===== config.mk =====
export PLATFORM = sky130hd
export DESIGN_NAME = asp_reliable_link_flat
export DESIGN_NICKNAME = d
export VERILOG_FILES = /design/src/rtl/asp_reliable_link_if.sv /design/src/rtl/asp_reliable_link.sv /design/src/flat_wrapper.sv
export SDC_FILE = /design/constraint.sdc
export NUM_CORES = 1
export LEC_CHECK = 0
export CORE_MARGIN = 2
export CORE_UTILIZATION = 35
export CTS_CLUSTER_DIAMETER = 50
export DETAILED_ROUTE_END_ITERATION = 8
export GPL_TIMING_DRIVEN = 0
export PLACE_DENSITY_LB_ADDON = 0.15
export SYNTH_ARGS = -nofsm -noshare
export SYNTH_HDL_FRONTEND = slang
export SYNTH_SLANG_ARGS = --single-unit

===== constraint.sdc =====
create_clock -name clk -period 3.2 [get_ports clk]
set_input_delay 0.32 -clock clk [delete_from_list [all_inputs] [get_ports clk]]
set_output_delay 0.32 -clock clk [all_outputs]
set_load 0.02 [all_outputs]

===== src/rtl/asp_reliable_link_if.sv =====
// Host/network signal bundle for asp_reliable_link; slave is the link, master is its environment.
interface asp_reliable_link_if #(
    parameter int unsigned DATA_SIZE = 32,
    parameter int unsigned TAG_SIZE  = 8,
    parameter int unsigned DEPTH     = 4
);
    localparam int unsigned CNT_W = $clog2(DEPTH) + 1;

    logic [TAG_SIZE-1:0]           secret_key;
    logic                          data_parity_ready_in;
    logic [DATA_SIZE:0]            data_parity_in;
    logic                          network_data_ready_in;
    logic                          network_ACK_in;
    logic [DATA_SIZE+TAG_SIZE-1:0] network_data_tag_in;
    logic                          parity_error_out;
    logic                          host_data_ready_out;
    logic [DATA_SIZE-1:0]          host_data_out;
    logic                          network_data_ready_out;
    logic                          network_ACK_out;
    logic [DATA_SIZE+TAG_SIZE-1:0] network_data_tag_out;
    logic                          auth_error_out;
    logic                          tx_fail_out;
    logic                          tx_full_out;
    logic [CNT_W-1:0]              outstanding_count_out;

    modport slave (
        input  secret_key, data_parity_ready_in, data_parity_in,
               network_data_ready_in, network_ACK_in, network_data_tag_in,
        output parity_error_out, host_data_ready_out, host_data_out,
               network_data_ready_out, network_ACK_out, network_data_tag_out,
               auth_error_out, tx_fail_out, tx_full_out, outstanding_count_out
    );

    modport master (
        output secret_key, data_parity_ready_in, data_parity_in,
               network_data_ready_in, network_ACK_in, network_data_tag_in,
        input  parity_error_out, host_data_ready_out, host_data_out,
               network_data_ready_out, network_ACK_out, network_data_tag_out,
               auth_error_out, tx_fail_out, tx_full_out, outstanding_count_out
    );
endinterface


===== src/rtl/asp_reliable_link.sv =====
// Keyed-tag link: parity-checked TX with outstanding buffer, timeout retransmit and retry limit;
// tag-authenticated RX with ACK back to the network.
module asp_reliable_link #(
    parameter int unsigned DATA_SIZE = 32,
    parameter int unsigned TAG_SIZE  = 8,
    parameter int unsigned DEPTH     = 4,
    parameter int unsigned TIMEOUT   = 16,
    parameter int unsigned MAX_RETRY = 3
) (
    input  logic              clk,
    input  logic              reset,
    asp_reliable_link_if.slave link
);
    localparam int unsigned PTR_W  = $clog2(DEPTH);
    localparam int unsigned CNT_W  = PTR_W + 1;
    localparam int unsigned TMR_W  = $clog2(TIMEOUT);
    localparam int unsigned RTY_W  = $clog2(MAX_RETRY + 2);
    localparam int unsigned NSLICE = DATA_SIZE / TAG_SIZE;
    localparam int unsigned WORD_W = DATA_SIZE + TAG_SIZE;

    function automatic logic [TAG_SIZE-1:0] tag_of(input logic [DATA_SIZE-1:0] d,
                                                   input logic [TAG_SIZE-1:0]  k);
        logic [TAG_SIZE-1:0] t;
        t = k;
        for (int unsigned i = 0; i < NSLICE; i++) t = t ^ d[i*TAG_SIZE +: TAG_SIZE];
        return t;
    endfunction

    logic [WORD_W-1:0]  mem [DEPTH];
    logic               chk_valid;
    logic [DATA_SIZE:0] chk_word;
    logic [PTR_W-1:0]   head, tail;
    logic [CNT_W-1:0]   count, sent_cnt;
    logic [TMR_W-1:0]   timer;
    logic [RTY_W-1:0]   retry;
    logic               rx_valid;
    logic [WORD_W-1:0]  rx_word;

    logic               accept_c, parity_ok_c, write_c, head_sent_c, ack_c, timeout_c;
    logic               retx_c, drop_c, pop_c, send_new_c, rx_match_c;
    logic [PTR_W-1:0]   send_idx_c;
    logic [CNT_W-1:0]   count_n, sent_n;
    logic [TMR_W-1:0]   timer_n;
    logic [RTY_W-1:0]   retry_n;

    // Buffer occupancy plus an in-flight check-stage word decides back-pressure.
    assign link.tx_full_out = ({1'b0, count} + (CNT_W+1)'(chk_valid)) >= (CNT_W+1)'(DEPTH);
    assign link.outstanding_count_out = count;

    // TX control: acceptance, ACK/timeout arbitration, sender selection and next counters.
    always_comb begin
        accept_c    = link.data_parity_ready_in && !link.tx_full_out;
        parity_ok_c = ~^chk_word;
        write_c     = chk_valid && parity_ok_c;
        head_sent_c = sent_cnt != '0;
        ack_c       = link.network_ACK_in && head_sent_c;
        timeout_c   = head_sent_c && (timer == TMR_W'(TIMEOUT - 1)) && !ack_c;
        retx_c      = timeout_c && (retry < RTY_W'(MAX_RETRY));
        drop_c      = timeout_c && !retx_c;
        pop_c       = ack_c || drop_c;
        send_new_c  = !retx_c && (sent_cnt < count);
        send_idx_c  = head + PTR_W'(sent_cnt);
        count_n     = count + CNT_W'(write_c) - CNT_W'(pop_c);
        sent_n      = sent_cnt - CNT_W'(pop_c) + CNT_W'(send_new_c);
        retry_n     = retry;
        timer_n     = '0;
        if (pop_c)       retry_n = '0;
        else if (retx_c) retry_n = retry + RTY_W'(1);
        // Timer runs only while an already-sent head waits; any head change or head send restarts it.
        if (!pop_c && !retx_c && head_sent_c) timer_n = timer + TMR_W'(1);
        rx_match_c  = tag_of(rx_word[WORD_W-1:TAG_SIZE], link.secret_key) == rx_word[TAG_SIZE-1:0];
    end

    // Buffer storage; contents are meaningless outside [head, head+count) so no reset needed.
    always_ff @(posedge clk) begin
        if (write_c)
            mem[tail] <= {chk_word[DATA_SIZE:1], tag_of(chk_word[DATA_SIZE:1], link.secret_key)};
    end

    // TX state and outputs.
    always_ff @(posedge clk) begin
        if (reset) begin
            chk_valid                   <= 1'b0;
            chk_word                    <= '0;
            head                        <= '0;
            tail                        <= '0;
            count                       <= '0;
            sent_cnt                    <= '0;
            timer                       <= '0;
            retry                       <= '0;
            link.parity_error_out       <= 1'b0;
            link.tx_fail_out            <= 1'b0;
            link.network_data_ready_out <= 1'b0;
            link.network_data_tag_out   <= '0;
        end else begin
            chk_valid <= accept_c;
            if (accept_c) chk_word <= link.data_parity_in;
            if (write_c)  tail <= tail + PTR_W'(1);
            if (pop_c)    head <= head + PTR_W'(1);
            count                       <= count_n;
            sent_cnt                    <= sent_n;
            timer                       <= timer_n;
            retry                       <= retry_n;
            link.parity_error_out       <= chk_valid && !parity_ok_c;
            link.tx_fail_out            <= drop_c;
            link.network_data_ready_out <= retx_c || send_new_c;
            if (retx_c)          link.network_data_tag_out <= mem[head];
            else if (send_new_c) link.network_data_tag_out <= mem[send_idx_c];
        end
    end

    // RX: sample the network word, then authenticate and report one cycle later.
    always_ff @(posedge clk) begin
        if (reset) begin
            rx_valid                 <= 1'b0;
            rx_word                  <= '0;
            link.host_data_ready_out <= 1'b0;
            link.network_ACK_out     <= 1'b0;
            link.auth_error_out      <= 1'b0;
            link.host_data_out       <= '0;
        end else begin
            rx_valid                 <= link.network_data_ready_in;
            if (link.network_data_ready_in) rx_word <= link.network_data_tag_in;
            link.host_data_ready_out <= rx_valid && rx_match_c;
            link.network_ACK_out     <= rx_valid && rx_match_c;
            link.auth_error_out      <= rx_valid && !rx_match_c;
            if (rx_valid && rx_match_c) link.host_data_out <= rx_word[WORD_W-1:TAG_SIZE];
        end
    end
endmodule


===== src/flat_wrapper.sv =====
// flat-port wrapper written by rule: the top's interface ports become plain ports
module asp_reliable_link_flat 
#(
    parameter int unsigned DATA_SIZE = 32,
    parameter int unsigned TAG_SIZE  = 8,
    parameter int unsigned DEPTH     = 4,
    parameter int unsigned TIMEOUT   = 16,
    parameter int unsigned MAX_RETRY = 3
)
  (clk, reset, link_secret_key, link_data_parity_ready_in, link_data_parity_in, link_network_data_ready_in, link_network_ACK_in, link_network_data_tag_in, link_parity_error_out, link_host_data_ready_out, link_host_data_out, link_network_data_ready_out, link_network_ACK_out, link_network_data_tag_out, link_auth_error_out, link_tx_fail_out, link_tx_full_out, link_outstanding_count_out);
  asp_reliable_link_if #(.DATA_SIZE(DATA_SIZE), .TAG_SIZE(TAG_SIZE), .DEPTH(DEPTH)) link_i ();
  input  logic clk;
  input  logic reset;
  input wire logic [$bits(link_i.secret_key)-1:0] link_secret_key;
  input wire logic [$bits(link_i.data_parity_ready_in)-1:0] link_data_parity_ready_in;
  input wire logic [$bits(link_i.data_parity_in)-1:0] link_data_parity_in;
  input wire logic [$bits(link_i.network_data_ready_in)-1:0] link_network_data_ready_in;
  input wire logic [$bits(link_i.network_ACK_in)-1:0] link_network_ACK_in;
  input wire logic [$bits(link_i.network_data_tag_in)-1:0] link_network_data_tag_in;
  output wire logic [$bits(link_i.parity_error_out)-1:0] link_parity_error_out;
  output wire logic [$bits(link_i.host_data_ready_out)-1:0] link_host_data_ready_out;
  output wire logic [$bits(link_i.host_data_out)-1:0] link_host_data_out;
  output wire logic [$bits(link_i.network_data_ready_out)-1:0] link_network_data_ready_out;
  output wire logic [$bits(link_i.network_ACK_out)-1:0] link_network_ACK_out;
  output wire logic [$bits(link_i.network_data_tag_out)-1:0] link_network_data_tag_out;
  output wire logic [$bits(link_i.auth_error_out)-1:0] link_auth_error_out;
  output wire logic [$bits(link_i.tx_fail_out)-1:0] link_tx_fail_out;
  output wire logic [$bits(link_i.tx_full_out)-1:0] link_tx_full_out;
  output wire logic [$bits(link_i.outstanding_count_out)-1:0] link_outstanding_count_out;
  assign link_i.secret_key = link_secret_key;
  assign link_i.data_parity_ready_in = link_data_parity_ready_in;
  assign link_i.data_parity_in = link_data_parity_in;
  assign link_i.network_data_ready_in = link_network_data_ready_in;
  assign link_i.network_ACK_in = link_network_ACK_in;
  assign link_i.network_data_tag_in = link_network_data_tag_in;
  assign link_parity_error_out = link_i.parity_error_out;
  assign link_host_data_ready_out = link_i.host_data_ready_out;
  assign link_host_data_out = link_i.host_data_out;
  assign link_network_data_ready_out = link_i.network_data_ready_out;
  assign link_network_ACK_out = link_i.network_ACK_out;
  assign link_network_data_tag_out = link_i.network_data_tag_out;
  assign link_auth_error_out = link_i.auth_error_out;
  assign link_tx_fail_out = link_i.tx_fail_out;
  assign link_tx_full_out = link_i.tx_full_out;
  assign link_outstanding_count_out = link_i.outstanding_count_out;
  asp_reliable_link #(.DATA_SIZE(DATA_SIZE), .TAG_SIZE(TAG_SIZE), .DEPTH(DEPTH), .TIMEOUT(TIMEOUT), .MAX_RETRY(MAX_RETRY)) u_core (.clk(clk), .reset(reset), .link(link_i));
endmodule

After elaboration in Yosys (flattened, before gate mapping)
Memories as Yosys holds them, arrays and structs flattened. A register that Yosys moved wholly into a read port is not among the register bits. Cells that the tools add are included.

Register bits after elaboration: 169. RAM bits: 160. Input port bits: 86. Output and inout port bits: 82. Word-level logic and storage cells: 74. Memories: 1.

Add/subtract/negate cells: 10. Order comparisons: 3. Equal/unequal tests: 2. Multiplexer cells: 6. Bitwise gates (word level): 9. Reductions and logical operators: 26.

Memories: u_core.mem (words 4, bits a word 40, read ports 2, clocked after Yosys merged registers in 1, write ports 1, RTL line asp_reliable_link.sv:29) `logic [WORD_W-1:0] mem [DEPTH];`.

Operators with widths (count): two-way mux 40 bit (2); XOR 8 bit (8); XNOR reduction 33 bit (1); logical AND 1 bit (13); == test 8 bit (1); adder 3 x 1 -> 3 bit (2); logical NOT 1 bit (6); subtractor 3 x 1 -> 3 bit (2); adder 2 x 1 -> 2 bit, second input constant (2); adder 3 x 1 -> 4 bit (1); adder 4 x 1 -> 4 bit, second input constant (1); == test 4 bit, second input constant (1); >= comparator 4 x 3 -> 1 bit, second input constant (1); two-way mux 2 bit (2); OR reduction 2 bit (2); adder 3 x 1 -> 3 bit, second input constant (1); less-than comparator 3 x 2 -> 1 bit, second input constant (1); less-than comparator 3 bit (1); nonzero test 3 bit (1); adder 2 bit (1); logical OR 1 bit (2); two-way mux 1 bit (2); nonzero test 2 bit (1); inverter 1 bit (1).

Depth between registers and ports, before layout
Gate-level depths: netlist of run 1.

Depth after elaboration: 13. Gate-level depth with buffers: 14. Mapped depth without buffers: 12.

Worst setup path after synthesis of run 1
OpenSTA, ideal clock, no wires.

Kind: register to register. Start: register u_core.count[1], in the netlist u_core.link.outstanding_count_out[1]. End: register u_core.sent_cnt[2]. Library setup time: 128 ps. Data arrival time: 2513 ps. Required time: 3072 ps. Setup slack: 560 ps. Stages on the path, launching flop included: 15. Path buffers: 2. Clock period less this slack: 2640 ps. Cell sequence: dfxtp_1 > inv_1 > ha_1 > o21ai_0 > nand2b_1 > a21o_1 > clkbuf_1 > clkbuf_1 > nor2_1 > ha_1 > inv_1 > fa_1 > xor2_1 > xnor2_1 > nor2_1.

Word-level cells in the longest chain between the ends: 3.

Ends and longest elaborated chain: from (decl) (RTL line asp_reliable_link.sv:33) `logic [CNT_W-1:0] count, sent_cnt;`; from (signal assigned) (RTL line asp_reliable_link.sv:100) `count <= count_n;`; less-than comparator 3 bit (RTL line asp_reliable_link.sv:61) `send_new_c = !retx_c && (sent_cnt < count);`; logical AND 1 bit (RTL line asp_reliable_link.sv:61); adder 3 x 1 -> 3 bit (RTL line asp_reliable_link.sv:64) `sent_n = sent_cnt - CNT_W'(pop_c) + CNT_W'(send_new_c);`; to (signal assigned) (RTL line asp_reliable_link.sv:101) `sent_cnt <= sent_n;`; to (decl) (RTL line asp_reliable_link.sv:33).

No other way between the ends. A chain may end at the register's enable or synchronous reset.

Final worst setup path of run 1
Start: register u_core.chk_word[3]. End: memory u_core.mem[3][28] in the netlist's numbering, enable pin.

Word-level cells in the longest chain between the ends: 4.

Ends and longest elaborated chain: from (decl) (RTL line asp_reliable_link.sv:31) `logic [DATA_SIZE:0] chk_word;`; from (signal assigned) (RTL line asp_reliable_link.sv:97) `if (accept_c) chk_word <= link.data_parity_in;`; XNOR reduction 33 bit (RTL line asp_reliable_link.sv:53) `parity_ok_c = ~^chk_word;`; logical AND 1 bit (RTL line asp_reliable_link.sv:54) `write_c = chk_valid && parity_ok_c;`; via u_core.write_c (RTL line asp_reliable_link.sv:39) `logic accept_c, parity_ok_c, write_c, head_sent_c, ack_c, timeout_c;`; two-way mux 1 bit (RTL line asp_reliable_link.sv:76) `if (write_c)`; two-way mux 1 bit (not written as such) (RTL line asp_reliable_link.sv:77) `mem[tail] <= {chk_word[DATA_SIZE:1], tag_of(chk_word[DATA_SIZE:1], link.secret_key)};`; to (decl) (RTL line asp_reliable_link.sv:29).

The timed path passes the listed nets, and every way through them passes these cells.

==> impl_metrics.env, run 1 <==
export IMPL_first_pass_iters=6
export IMPL_grt_max_degree=41
export IMPL_tightestPinTransition_ns=0.9044
export IMPL_path_max_fanout=40
export IMPL_drive_gt1_share_pct=15.10
export IMPL_num_fill_cells=3692
export IMPL_yosys_top_cells_count="171 x dfxtp_1, 160 x edfxtp_1, 154 x nand2_1, 126 x nor2_1, 80 x mux4_2"
export IMPL_clk_pin_slew_ns=0.06
export IMPL_post_cts_setup_buffers=0
export IMPL_end_kind="flop"
export IMPL_grt_pass1_wl_um=57010
export IMPL_max_slew_margin_pct=39.71
export IMPL_register_area_um2=8234
export IMPL_synth_top_family_by_area="multiplexers"
export IMPL_post_dp_cell_area_um2=16350
export IMPL_dp_hpwl_um=25960
export IMPL_grtUsageTotal_pct=18.41
export IMPL_crit_required_ns=3.36
export IMPL_via_per_inst=4.969
export IMPL_diodes=0
export IMPL_rsz0062_at_grt="false"
export IMPL_start_util_pct=35.43
export IMPL_ios=168
export IMPL_ys_warn_count=0
export IMPL_num_vias=9059
export IMPL_antenna_found_initial=2
export IMPL_gp_congestion=0.7367
export IMPL_cp_start_kind="flop"
export IMPL_clk_latency_ns=0.54
export IMPL_synthMuxAreaShare_pct=18.37
export IMPL_synth_compound_area_share_pct=4.072
export IMPL_clock_root_buffer="clkbuf_16"
export IMPL_finalHoldViolations=0
export IMPL_rows=73
export IMPL_leakage_uw=0.006479
export IMPL_drc=0
export IMPL_yosys_top_cells_area="edfxtp_1 34%, dfxtp_1 24%, mux4_2 13%"
export IMPL_grt_pass1_vias=9426
export IMPL_yosysMostFrequentCell="dfxtp_1"
export IMPL_cts_sinks=331
export IMPL_maxSlewViolCount=0
export IMPL_die_h_um=204.3
export IMPL_yosys_area_share_simple_pct=9.061
export IMPL_wire_per_inst_um=20.88
export IMPL_p_per_area_nw_per_um2=848.5
export IMPL_cap_violations=0
export IMPL_synth_area_um2=14040
export IMPL_synth_seq_cells=331
export IMPL_fmax_mhz=324.3
export IMPL_synth_area_leader_cell="edfxtp_1"
export IMPL_hold_path_class="in -> reg"
export IMPL_cts_tree="yes"
export IMPL_synth_cell_type_count=44
export IMPL_htree_levels=2
export IMPL_drtIter0Drc=584
export IMPL_synth_edf_count=160
export IMPL_yosysTopAreaCellShare_pct=34.21
export IMPL_grt_overflow_total=0
export IMPL_routed_wl_um=38060
export IMPL_fin_area_um2=17780
export IMPL_syn_inst=1059
export IMPL_timing_setup_tns_ns=0
export IMPL_die_width_um=204.3
export IMPL_multi_input_area_um2=5534
export IMPL_worstPathArrival_ns=3.25
export IMPL_synth_xor_area_share_pct=5.969
export IMPL_final_cell_count_no_fill=1823
export IMPL_setup_viol=0
export IMPL_ys_seq_area_share_pct=58.59
export IMPL_drtAntennaViolNets=0
export IMPL_finalPower_uw=15080
export IMPL_synthArstFlopShare_pct=0
export IMPL_io_buffers=165
export IMPL_die_area_um2=41740
export IMPL_busiest_layer="met2"
export IMPL_period_share_pct=96.37
export IMPL_crit_type="reg -> reg"
export IMPL_avgSynthCellArea_um2=13.26
export IMPL_grtUsageMet2_pct=31.13
export IMPL_fin_crit_ns=3.084
export IMPL_placed_cells=1749
export IMPL_peakVddDrop_uv=455.2
export IMPL_layout_nets=1367
export IMPL_met1_usage_pct=23.27
export IMPL_core_um2=39640
export IMPL_use_met3_pct=4.799
export IMPL_fin_skew_ns=0.01865
export IMPL_numCtsBuffers=41
export IMPL_syn_num_nets=1161
export IMPL_ctsHoldBuffers=0
export IMPL_clockBufferDepth=3
export IMPL_area_delta_synth_final_pct=26.58
export IMPL_synth_adder_area_share_pct=1.532
export IMPL_outcome="finished clean"
export IMPL_synth_flop_cell="dfxtp_1"
## metal layers
metal / routed length (um) / vias to the layer above
met1: 16030 / 4435
met5: 25 / -
li1: - / 4263
met4: 728 / 4
met2: 18460 / 299
met3: 2816 / 58
## logic make-up after synthesis
kind of cell,count (synthesis)
XOR/XNOR,79
AO/OA/AOI/OAI,82
flip-flops,331
buffers and inverters,84
multiplexers,156
AND/OR/NAND/NOR,311
adder cells (fa/ha/maj),16
## through the flow
stage          utilization [%]  hold WS (ns)  setup WS (ns)
6_report                 44.84        0.2186         0.1161
5_1_grt                  44.84        0.2435       0.009952
4_1_cts                  44.77        0.1888     -0.0006937
3_5_place_dp             41.25        0.4465        -0.4542
3_3_place_gp             41.25        0.4348        -0.4479
2_1_floorplan                -        0.3962         0.5598
## worst max-delay path, stage by stage, from the launching register on
cell and delay [ns]:
dfxtp_2 0.37, xnor2_1 0.38, xnor2_2 0.25, xnor3_2 0.46, or2_4 0.25, mux2i_4 0.28, and2_4 0.68
## path summary, 6_finish.rpt
path / cells after the start / slack (ns) / end / start
hold / removal: 3 / 0.22 / u_core.rx_word[39]$_SDFFE_PP0P_ / link_network_data_ready_in
hold reg to reg: 1 / 0.45 / u_core.timer[0]$_SDFF_PP0_ / u_core.timer[0]$_SDFF_PP0_
setup / recovery: 6 / 0.12 / u_core.mem[3][28]$_DFFE_PP_ / u_core.chk_word[3]$_SDFFE_PP0P_
setup reg to reg: 6 / 0.12 / u_core.mem[3][28]$_DFFE_PP_ / u_core.chk_word[3]$_SDFFE_PP0P_
## placed cells by master, fill, tap and decap left out, drive strengths merged, types with 2 or more instances in the layout
master | synthesis | final
a21oi | 37 | 37
a311oi | 40 | 40
and2 | 5 | 5
buf | 22 | 22
clkbuf | 49 | 99
clkdlybuf4s50 | 0 | 165
clkinv | 0 | 14
clkinvlp | 0 | 3
dfxtp | 171 | 171
edfxtp | 160 | 160
fa | 2 | 2
ha | 14 | 14
inv | 13 | 19
mux2i | 75 | 75
mux4 | 80 | 80
nand2 | 154 | 154
nand2b | 3 | 3
nand3 | 2 | 2
nor2 | 126 | 126
nor2b | 4 | 4
nor3 | 3 | 3
nor3b | 3 | 3
nor4 | 4 | 4
or2 | 2 | 2
xnor2 | 61 | 61
xnor3 | 10 | 10
xor2 | 8 | 8
## area by class of cell
type	instances	area share, %
Sequential cell	331	46.32
Multi-Input combinational cell	644	31.13
Timing Repair Buffer	165	9.291
Clock buffer	52	6.652
Tap cell	525	3.695
Buffer	69	1.605
Clock inverter	24	1.028
Inverter	13	0.2745
## timing repair
action	CTS	global route
endpoints found under the setup margin	161	161
gates resized for setup	9	11
pin swaps	2	1
## sequential cells by signal (all words and copies together), names as in the netlist, named ones only
signal	cells
u_core.link.parity_error_out	1
u_core.timer	4
u_core.link.host_data_ready_out	1
u_core.mem	160
u_core.chk_word	33
u_core.link.auth_error_out	1
u_core.tail	2
u_core.rx_word	40
u_core.sent_cnt	3
u_core.head	2
u_core.link.tx_fail_out	1
u_core.link.network_data_ready_out	1
u_core.link.network_data_tag_out	40
u_core.retry	3
u_core.chk_valid	1
u_core.rx_valid	1
u_core.link.host_data_out	32
u_core.link.outstanding_count_out	3
## power by group
part | total, uW | switching, uW | internal, uW
registers | 5580 | 392 | 5180
logic | 4930 | 2600 | 2340
clock network | 4570 | 1850 | 2730
Power figures use the tool's default switching activity.
==> inputs of run 2 (changes only) <==
Settings changed: SKIP_LAST_GASP set to 1.
==> run 2 against run 1 <==
Compared with the run above: worst hold slack gained 0.00089 ns; worst setup slack lost 0.089 ns; sequential share of layout area grew 0.079 points.
==> impl_metrics.env, run 2 (same netlist as run 1, synthesis figures left out) <==
export IMPL_num_fill_cells=3696
export IMPL_outcome="finished clean"
export IMPL_cts_sinks=331
export IMPL_worst_path_most_repeated_cell="xnor2_1"
export IMPL_ios=168
export IMPL_diodes=0
export IMPL_regMostFlops="u_core.mem"
export IMPL_cp_start_kind="flop"
export IMPL_final_common_cell="dfxtp_1"
export IMPL_grt_max_degree=41
export IMPL_path_cells="xnor2_1 > xnor2_1 > xnor3_1 > or2_4 > mux2i_4 > and2_4"
export IMPL_dp_hpwl_um=25960
export IMPL_area_delta_synth_final_pct=26.27
export IMPL_drtIter0Drc=480
export IMPL_layout_nets=1368
export IMPL_drtAntennaViolNets=0
export IMPL_end_kind="flop"
export IMPL_leakage_uw=0.006453
export IMPL_max_slew_margin_pct=39.18
export IMPL_crit_required_ns=3.36
export IMPL_crit_type="reg -> reg"
export IMPL_die_h_um=204.3
export IMPL_grt_pass1_vias=9422
export IMPL_switching_share_pct=32.08
export IMPL_clk_latency_ns=0.54
export IMPL_p_int_uw=10230
export IMPL_die_area_um2=41740
export IMPL_via_per_inst=4.968
export IMPL_top_regs="u_core.mem x160, u_core.link.network_data_tag_out x40, u_core.rx_word x40"
export IMPL_die_width_um=204.3
export IMPL_drive_gt1_share_pct=14.24
export IMPL_rows=73
export IMPL_mostFrequentLayoutCells="171 x dfxtp_1, 165 x clkdlybuf4s50_1, 160 x edfxtp_1, 154 x nand2_1, 126 x nor2_1"
export IMPL_io_buffers=165
export IMPL_crit_slowest_cell="and2_4"
export IMPL_p_per_area_nw_per_um2=849.1
export IMPL_grt_pass1_wl_um=56990
export IMPL_utilization_pct=44.73
export IMPL_clk_pin_slew_ns=0.06
export IMPL_power_frac_clock_pct=30.4
export IMPL_start_util_pct=35.43
export IMPL_clockBufferDepth=3
export IMPL_rsz0062_at_grt="true"
export IMPL_cap_violations=0
export IMPL_first_pass_iters=5
export IMPL_fin_skew_ns=0.01930
export IMPL_numCtsBuffers=41
export IMPL_grtUsageTotal_pct=18.41
export IMPL_fmax_mhz=315.1
export IMPL_comb_power_share_pct=32.6
export IMPL_htree_levels=2
export IMPL_gp_congestion=0.7367
export IMPL_hold_path_class="in -> reg"
export IMPL_path_max_fanout=40
export IMPL_post_dp_cell_area_um2=16350
export IMPL_p_switching_uw=4830
export IMPL_period_share_pct=99.17
export IMPL_worstPathArrival_ns=3.33
export IMPL_slowest_delay_ns=0.68
export IMPL_antenna_found_initial=2
export IMPL_num_vias=9062
export IMPL_cts_tree="yes"
export IMPL_core_um2=39640
export IMPL_clock_root_buffer="clkbuf_16"
export IMPL_peakVddDrop_uv=427.1
export IMPL_timing_setup_tns_ns=0
export IMPL_drc=0
export IMPL_maxSlewViolCount=0
export IMPL_pwr_share_seq_pct=37.0
export IMPL_tightestPinTransition_ns=0.9124
export IMPL_fin_crit_ns=3.173
export IMPL_finalHoldViolations=0
export IMPL_fin_area_um2=17730
export IMPL_largest_reg_flops=160
export IMPL_grt_overflow_total=0
export IMPL_routed_wl_um=38040
export IMPL_setup_viol=0
export IMPL_wire_per_inst_um=20.85
==> run 2: cell types whose count changed in the layout (fill, tap and decap cells not counted) <==
cell      change
xnor2_2       -5
dfxtp_1       +5
xnor2_1       +5
dfxtp_2       -5
clkbuf_4      -1
buf_2         +1
clkbuf_1      +1
xnor3_1       +1
xnor3_2       -1
==> run 2: power by group through the flow <==
stage          registers [uW]  clock network, uW  logic (uW)
2_1_floorplan            5700                  0        3290
3_3_place_gp             5650                  0        4900
3_5_place_dp             5670                  0        4940
4_1_cts                  5580               4690        4970
5_1_grt                  5640               4860        5340
6_report                 5570               4580        4910
==> run 2: worst paths after layout <==
path / from / end / slack [ns] / depth (start not counted)
worst max register to register: u_core.chk_word[8]$_SDFFE_PP0P_ / u_core.mem[3][28]$_DFFE_PP_ / 0.03 / 6
worst min-delay path: link_network_data_ready_in / u_core.rx_word[39]$_SDFFE_PP0P_ / 0.22 / 3
worst min register to register: u_core.timer[0]$_SDFF_PP0_ / u_core.timer[0]$_SDFF_PP0_ / 0.45 / 1
worst max-delay path: u_core.chk_word[8]$_SDFFE_PP0P_ / u_core.mem[3][28]$_DFFE_PP_ / 0.03 / 6
==> run 2: metrics by stage <==
stage	hold WS, ns	std cells	total power [uW]	worst slack, ns
floorplan	0.3962	1059	8984	0.5598
global placement	0.4348	1749	10550	-0.4479
detailed placement	0.4465	1749	10610	-0.4542
CTS	0.1888	1825	15230	-0.06484
global route	0.2435	1824	15840	-0.1400
finish	0.2194	1824	15060	0.02667
==> run 2: timing repair <==
item	CTS	global route
resized for setup	5	3
endpoints found under the setup margin	161	162
hold buffers	0	0
setup buffers	0	0
pin swaps	2	1
==> run 2: area by class of cell <==
cell class	instances	area, um^2	area share (%)
well taps	525	656.9	3.704
repair buffers	165	1652	9.314
inverters	13	48.80	0.2752
flip-flops and latches	331	8228	46.40
clock buffers	52	1182	6.668
multi-input cells	644	5495	30.99
plain buffers	70	286.5	1.616
clock inverters	24	182.7	1.030
==> run 2: layer usage <==
metal  routed length (um)  global-route usage (%)
met1                15710                   23.26
met2                18530                   31.13
met3                 3020                   4.799
met4                  744                   5.228
met5                   25                       0
==> run 2: critical path: cells and delay by family (launching register included) <==
family | cells | cell delay, ns
xor+xnor | 3 | 1.11
simple gates | 2 | 0.94
mux | 1 | 0.28
flops | 1 | 0.44
==> inputs of run 3 (changes only) <==
Settings changed: ABC_CLOCK_PERIOD_IN_PS set to 3200.
==> results of run 3 <==
The final DEF is identical to that of run 2; final timing and power are the same.
